`src/rtl/rv32_pkg.sv`:
```
// ----------------------------------------------------------------------------
// rv32_pkg
// Shared RV32I decode definitions: base opcode constants, bit positions inside
// the one-hot instruction-type vector {R,I,L,S,J,B,U}, and the state encoding
// of the decode-stage skid controller.
// ----------------------------------------------------------------------------
package rv32_pkg;

    localparam int OPC_W = 7;

    localparam logic [OPC_W-1:0] OPC_OP     = 7'b0110011;
    localparam logic [OPC_W-1:0] OPC_OPIMM  = 7'b0010011;
    localparam logic [OPC_W-1:0] OPC_LOAD   = 7'b0000011;
    localparam logic [OPC_W-1:0] OPC_STORE  = 7'b0100011;
    localparam logic [OPC_W-1:0] OPC_JAL    = 7'b1101111;
    localparam logic [OPC_W-1:0] OPC_JALR   = 7'b1100111;
    localparam logic [OPC_W-1:0] OPC_BRANCH = 7'b1100011;
    localparam logic [OPC_W-1:0] OPC_LUI    = 7'b0110111;
    localparam logic [OPC_W-1:0] OPC_AUIPC  = 7'b0010111;
    localparam logic [OPC_W-1:0] OPC_FENCE  = 7'b0001111;
    localparam logic [OPC_W-1:0] OPC_SYSTEM = 7'b1110011;

    // Bit positions in the types vector, MSB first: {R,I,L,S,J,B,U}
    localparam int NTYPES = 7;
    localparam int TYPE_R = 6;
    localparam int TYPE_I = 5;
    localparam int TYPE_L = 4;
    localparam int TYPE_S = 3;
    localparam int TYPE_J = 2;
    localparam int TYPE_B = 1;
    localparam int TYPE_U = 0;

    typedef enum logic [1:0] {
        ST_EMPTY = 2'b00,
        ST_FULL  = 2'b01,
        ST_SKID  = 2'b10
    } dec_state_e;

endpackage

```
`src/rtl/decode_ctrl_immediate.sv`:
```
// ----------------------------------------------------------------------------
// immediate
// Immediate generator. Builds the XLEN-wide immediate of an RV32I instruction
// from the instruction word and its already-decoded one-hot type vector.
// Ports:
//   instr_i  - instruction word
//   opcode_i - opcode field (instr[6:0])
//   funct3_i - funct3 field (instr[14:12])
//   types_i  - one-hot {R,I,L,S,J,B,U}
//   imm_o    - immediate (zero when no type bit selects one)
// ----------------------------------------------------------------------------
module immediate
    import rv32_pkg::*;
#(
    parameter int XLEN = 32
) (
    input  logic [XLEN-1:0]   instr_i,
    input  logic [OPC_W-1:0]  opcode_i,
    input  logic [2:0]        funct3_i,
    input  logic [NTYPES-1:0] types_i,
    output logic [XLEN-1:0]   imm_o
);

    // opcode bits come in separately and R-type carries no immediate
    logic unused_s;
    assign unused_s = ^{instr_i[6:0], types_i[TYPE_R]};

    // Immediate selection; I is tested before J so JALR (I|J) takes the I form
    always_comb begin
        imm_o = {XLEN{1'b0}};
        if (types_i[TYPE_I] && (opcode_i == OPC_OPIMM) && (funct3_i ==? 3'b?01)) begin
            // shift-immediate: only the shamt field, zero-extended
            imm_o = {{(XLEN-5){1'b0}}, instr_i[24:20]};
        end else if (types_i[TYPE_I] || types_i[TYPE_L]) begin
            imm_o = {{(XLEN-12){instr_i[31]}}, instr_i[31:20]};
        end else if (types_i[TYPE_S]) begin
            imm_o = {{(XLEN-12){instr_i[31]}}, instr_i[31:25], instr_i[11:7]};
        end else if (types_i[TYPE_B]) begin
            imm_o = {{(XLEN-13){instr_i[31]}}, instr_i[31], instr_i[7],
                     instr_i[30:25], instr_i[11:8], 1'b0};
        end else if (types_i[TYPE_J]) begin
            imm_o = {{(XLEN-21){instr_i[31]}}, instr_i[31], instr_i[19:12],
                     instr_i[20], instr_i[30:21], 1'b0};
        end else if (types_i[TYPE_U]) begin
            imm_o = {instr_i[31:12], 12'b0};
        end else begin
            imm_o = {XLEN{1'b0}};
        end
    end

endmodule

```
`src/rtl/decode_ctrl.sv`:
```
// ----------------------------------------------------------------------------
// decode_ctrl
// RV32I decode stage between fetch and execute. Classifies the incoming
// opcode, generates the immediate, and registers the bundle into a two-entry
// skid stage so that in_ready is a function of registered state only.
// Ports:
//   clk, rst              - clock, asynchronous active-high reset
//   in_valid/in_ready     - fetch handshake; in_instr, in_pc payload
//   flush                 - drop everything held (branch redirect)
//   out_valid/out_ready   - execute handshake
//   out_pc, out_instr     - registered instruction and address
//   out_types, out_imm    - one-hot {R,I,L,S,J,B,U} and immediate
//   out_rd/rs1/rs2/funct3 - register indices and funct3
//   out_illegal           - unrecognised opcode (travels with the bundle)
// ----------------------------------------------------------------------------
module decode_ctrl
    import rv32_pkg::*;
#(
    parameter int XLEN   = 32,
    parameter int OP_LEN = 7
) (
    input  logic              clk,
    input  logic              rst,
    input  logic              in_valid,
    output logic              in_ready,
    input  logic [XLEN-1:0]   in_instr,
    input  logic [XLEN-1:0]   in_pc,
    input  logic              flush,
    output logic              out_valid,
    input  logic              out_ready,
    output logic [XLEN-1:0]   out_pc,
    output logic [XLEN-1:0]   out_instr,
    output logic [NTYPES-1:0] out_types,
    output logic [XLEN-1:0]   out_imm,
    output logic [4:0]        out_rd,
    output logic [4:0]        out_rs1,
    output logic [4:0]        out_rs2,
    output logic [2:0]        out_funct3,
    output logic              out_illegal
);

    // bundle layout: {pc, instr, types, imm, illegal}
    localparam int BW = 3 * XLEN + NTYPES + 1;

    dec_state_e state_q, state_d;
    logic [BW-1:0] out_q, skid_q;
    logic [OP_LEN-1:0] opcode_s;
    logic [NTYPES-1:0] types_s;
    logic [XLEN-1:0] imm_s;
    logic illegal_s, accept_s, load_out_s, load_skid_s, move_skid_s;
    logic [BW-1:0] new_bundle_s;

    assign opcode_s = in_instr[OP_LEN-1:0];
    assign accept_s = in_valid & in_ready;

    // Opcode classification into the one-hot type vector
    always_comb begin
        types_s   = {NTYPES{1'b0}};
        illegal_s = 1'b0;
        case (opcode_s)
            OPC_OP:                 types_s[TYPE_R] = 1'b1;
            OPC_OPIMM:              types_s[TYPE_I] = 1'b1;
            OPC_LOAD:               types_s[TYPE_L] = 1'b1;
            OPC_STORE:              types_s[TYPE_S] = 1'b1;
            OPC_JAL:                types_s[TYPE_J] = 1'b1;
            OPC_JALR: begin
                types_s[TYPE_I] = 1'b1;
                types_s[TYPE_J] = 1'b1;
            end
            OPC_BRANCH:             types_s[TYPE_B] = 1'b1;
            OPC_LUI, OPC_AUIPC:     types_s[TYPE_U] = 1'b1;
            // legal but carry no type and no immediate
            OPC_FENCE, OPC_SYSTEM:  types_s = {NTYPES{1'b0}};
            default:                illegal_s = 1'b1;
        endcase
    end

    immediate #(.XLEN(XLEN)) u_immediate (
        .instr_i  (in_instr),
        .opcode_i (opcode_s),
        .funct3_i (in_instr[14:12]),
        .types_i  (types_s),
        .imm_o    (imm_s)
    );

    assign new_bundle_s = {in_pc, in_instr, types_s, imm_s, illegal_s};

    // State register
    always_ff @(posedge clk or posedge rst) begin
        if (rst) begin
            state_q <= ST_EMPTY;
        end else begin
            state_q <= state_d;
        end
    end

    // Next-state and register-load control; flush overrides any accept
    always_comb begin
        state_d     = state_q;
        load_out_s  = 1'b0;
        load_skid_s = 1'b0;
        move_skid_s = 1'b0;
        if (flush) begin
            state_d = ST_EMPTY;
        end else begin
            case (state_q)
                ST_EMPTY: begin
                    if (accept_s) begin
                        state_d    = ST_FULL;
                        load_out_s = 1'b1;
                    end else begin
                        state_d = ST_EMPTY;
                    end
                end
                ST_FULL: begin
                    if (accept_s && out_ready) begin
                        load_out_s = 1'b1;
                    end else if (accept_s) begin
                        state_d     = ST_SKID;
                        load_skid_s = 1'b1;
                    end else if (out_ready) begin
                        state_d = ST_EMPTY;
                    end else begin
                        state_d = ST_FULL;
                    end
                end
                ST_SKID: begin
                    if (out_ready) begin
                        state_d     = ST_FULL;
                        move_skid_s = 1'b1;
                    end else begin
                        state_d = ST_SKID;
                    end
                end
                default: state_d = ST_EMPTY;
            endcase
        end
    end

    // Output and skid data registers
    always_ff @(posedge clk or posedge rst) begin
        if (rst) begin
            out_q  <= {BW{1'b0}};
            skid_q <= {BW{1'b0}};
        end else begin
            if (load_out_s) begin
                out_q <= new_bundle_s;
            end else if (move_skid_s) begin
                out_q <= skid_q;
            end
            if (load_skid_s) begin
                skid_q <= new_bundle_s;
            end
        end
    end

    // Both handshake outputs decode only the state register
    assign in_ready  = (state_q != ST_SKID);
    assign out_valid = (state_q != ST_EMPTY);

    assign {out_pc, out_instr, out_types, out_imm, out_illegal} = out_q;
    assign out_rd     = out_instr[11:7];
    assign out_rs1    = out_instr[19:15];
    assign out_rs2    = out_instr[24:20];
    assign out_funct3 = out_instr[14:12];

endmodule

```
`config.mk`:
```
export PLATFORM = sky130hd
export DESIGN_NAME = decode_ctrl
export DESIGN_NICKNAME = d
export VERILOG_FILES = /design/src/rtl/rv32_pkg.sv /design/src/rtl/decode_ctrl_immediate.sv /design/src/rtl/decode_ctrl.sv
export SDC_FILE = /design/constraint.sdc
export NUM_CORES = 1
export LEC_CHECK = 0
export ABC_AREA = 1
export BUFFER_PORTS_ARGS = -buffer_cell sky130_fd_sc_hd__buf_2
export CORE_ASPECT_RATIO = 0.75
export CORE_MARGIN = 2
export CORE_UTILIZATION = 35
export CTS_CLUSTER_SIZE = 10
export DETAILED_ROUTE_END_ITERATION = 10
export PLACE_DENSITY = 0.55
export SLEW_MARGIN = 15
export SYNTH_ARGS = -nofsm -noshare
export SYNTH_HDL_FRONTEND = slang
export SYNTH_SLANG_ARGS = --single-unit
```
`constraint.sdc`:
```
create_clock -name clk -period 7.7 [get_ports clk]
set_clock_uncertainty 0.2 [all_clocks]
set_input_delay 1.155 -clock clk [delete_from_list [all_inputs] [get_ports clk]]
set_output_delay 1.155 -clock clk [all_outputs]
set_load 0.02 [all_outputs]
```
==> results.md <==
* Clock slew seen by the registers of the worst setup and hold paths at 0.05 ns
* Final Hold Fails at 0
* Detailed-placement wirelength estimate at 18,200 µm
* Number of antenna violations at the first check in global routing at 3
* Final worst-path cycle share at 0.490
* Largest net degree at the start of global routing at 140
* Number of input and output port buffers inserted at 192
* Synth top area share at 0.540
* Final worst-path setup slack at 3.93 ns
* CTS root buf: clkbuf_16
* Number of instances in the synthesized netlist at 1,247
* Sequential-to-total area share from yosys stat at 0.540
* Number of setup buffers added after CTS at 0
* Post-route ant nets at 0
* Arrival time at the worst endpoint at 4.00 ns
* Number of maximum-capacitance violations at 0
* Worst vdd rail ir drop at 0.155 mV
* Non-filler cells in the finished layout at 1,739
* Final-layout worst hold slack at 0.270 ns
* Cell area after synthesis at 9720 µm²
* Cell taking the most area after synthesis: dfrtp_1
* Leak Pwr at 5.93 nW
* Post-synthesis area per instance at 7.80 µm²
* Final worst path period need at 3.77 ns
* Placed inst area at 10,700 µm²
* Tot Pwr at 3.27 mW
* Highest net fanout along the worst path at 55
* Via count of the first global-routing pass at 7,887
* Number of vias in the routed layout at 8,531
* Die Footprint at 29,100 µm²
* Kind of start point of the critical path: input pin
* Summed area of non-filler cells in the final layout at 11,400 µm²
* Setup repair after global routing missed its margin: false
* Flip-flop and latch count after synthesis at 210
* Hold-fix buffers at CTS at 0
* Number of violations reported at the end of detailed-routing iteration 0 at 724
* Overflow left after global routing at 0
* Required time reported for the critical path endpoint at 7.92 ns
* Count of warnings emitted by yosys at 0
* Syn nets at 1,316
* Number of DRC violations after detailed routing at 0
* Most frequently used flop master after synthesis: dfrtp_1
* Endpoint type of the worst setup path: flip-flop
* Final Wtd Congestion at 0.821
* Setup violators final at 0
* Clock latency reported for the late side of the worst-skew pair at 0.52 ns
* Max Buffers Root-to-Sink at 3
* Depth of the CTS H-tree at 1
* Flop-to-flop setup slack at 4.16 ns
* Wire length of the first global-routing pass at 45,000 µm
* Number of fillers in the final layout at 2,751
* FMAX at 265 MHz
* Largest cells by area after synthesis: dfrtp_1 (54%), nand2_1 (19%), a21oi_1 (7.3%)
* Area of the core region at 27,100 µm²
* First-pass DRT Iterations at 5
* Post-layout nets at 1,449
* Starting utilization of the core area at 0.358
* Minimum setup slack after placement at 3.40 ns
* Vias per std cell at 4.91
* Final-report max-slew violation count at 0
* Post-detailed-routing wire length at 28,400 µm
* # rows at 52
* Number of enable-type register cells in the synthesized netlist at 0
* Post-synth cell types at 29
* TritonCTS clock tree: built
* Y dimension of the die at 148 µm
* Area growth from synthesis to final layout at 17.4%
* Path type of the worst setup path: input pin to flip-flop
* Outcome: finished, final reports clean
* HP Class: flip-flop to flip-flop
* Least-Margin Pin Slew at 0.977 ns
* Relative slew slack at 0.349
* Average wire per cell in the routed design at 16.3 µm
* CTS Buf Count at 25
* Ratio of cells with drive above 1 in the final layout at 0.189
* TritonCTS sink count at 210
* Count of boundary I/O pins at 193
* Width of the die at 196 µm
* Instance count after placement with tap cells included at 1,704
* Count of cells resized by post-cts repair at 0
* Pwr per Cell Area at 287 nW/µm²
* Final sum of negative setup slack at 0 ns
* Global-route usage over all layers at 0.194
* Fraction of registers with async set or reset after synthesis at 1.00
* Final core utilization at 0.421
==> layout make-up <==
type	count	area, µm²	area share
clock inverters	1	8.76	0.000767
repair buffers	200	1020	0.0894
clock buffers	32	682	0.0597
diodes	2	5.00	0.000438
well taps	351	439	0.0385
multi-input cells	910	3870	0.339
inverters	33	135	0.0118
flip-flops and latches	210	5260	0.460
==> final timing paths <==
check / from / end / depth (start not counted)
worst max register to register: state_q[1]$_DFFE_PP0P_ / out_q[95]$_DFFE_PP0P_ / 9
worst max-delay path: flush / out_q[95]$_DFFE_PP0P_ / 10
worst min-delay path: out_q[3]$_DFFE_PP0P_ / out_q[3]$_DFFE_PP0P_ / 2
min in group asynchronous: rst / out_q[103]$_DFFE_PP0P_ / 2
worst min register to register: out_q[3]$_DFFE_PP0P_ / out_q[3]$_DFFE_PP0P_ / 2
max in group asynchronous: rst / skid_q[20]$_DFFE_PP0P_ / 3
==> flip-flops by register name, indices dropped and copies added, names as in the netlist <==
signal	cells
state_q	2
out_q	104
skid_q	104
==> metal layers <==
layer | track usage | up-vias | share of wire
li1 | - | 4201 | -
met1 | 0.311 | 4039 | 0.51
met2 | 0.271 | 252 | 0.41
met3 | 0.0347 | 37 | 0.066
met4 | 0.0360 | 2 | 0.016
met5 | 0 | - | 0.00025
==> cell families after synthesis <==
logic type,count (synthesis),synth area share
buffers and inverters,127,0.0623
AO/OA/AOI/OAI,232,0.124
flip-flops,210,0.540
AND/OR/NAND/NOR,678,0.274
==> synth_stat cells (all sizes together) (2+ instances only) <==
| cell type | count |
|---|---|
| nand2 | 509 |
| dfrtp | 210 |
| a21oi | 143 |
| nor2 | 136 |
| o21ai | 79 |
| buf | 61 |
| clkbuf | 33 |
| inv | 33 |
| nand3 | 25 |
| nand4 | 6 |
| a21o | 4 |
| a31oi | 2 |
| o21a | 2 |
==> critical path: stages <==
cell and delay (ns):
buf_2 0.12, inv_2 0.08, nand4_1 0.17, nand2_4 0.54, a21oi_4 0.03, buf_4 0.35, inv_2 0.66, buf_4 0.58
nor2_1 0.09, a21oi_1 0.16
==> where the power goes <==
part           total, mW  leakage [nW]  switching [mW]  internal (mW)
logic              0.753          2.93           0.509          0.244
clock network       1.05         0.339           0.442          0.609
registers           1.47          2.66           0.136           1.33
total               3.27          5.93            1.09           2.19
==> layout by cell type (no fill, tap or decap), types with 2 or more instances in the layout <==
cell type / instances
a21o_1: 4
a21oi_1: 142
a31oi_1: 2
buf_2: 192
buf_4: 8
clkbuf_1: 4
clkbuf_16: 25
clkbuf_8: 3
dfrtp_1: 210
diode_2: 2
inv_1: 20
inv_2: 10
nand2_1: 504
nand2_2: 4
nand3_1: 24
nand4_1: 5
nor2_1: 126
nor2_2: 7
nor2_4: 3
o21a_1: 2
o21ai_0: 51
o21ai_1: 26
o21ai_2: 2
(Power assumes the default switching activity.)
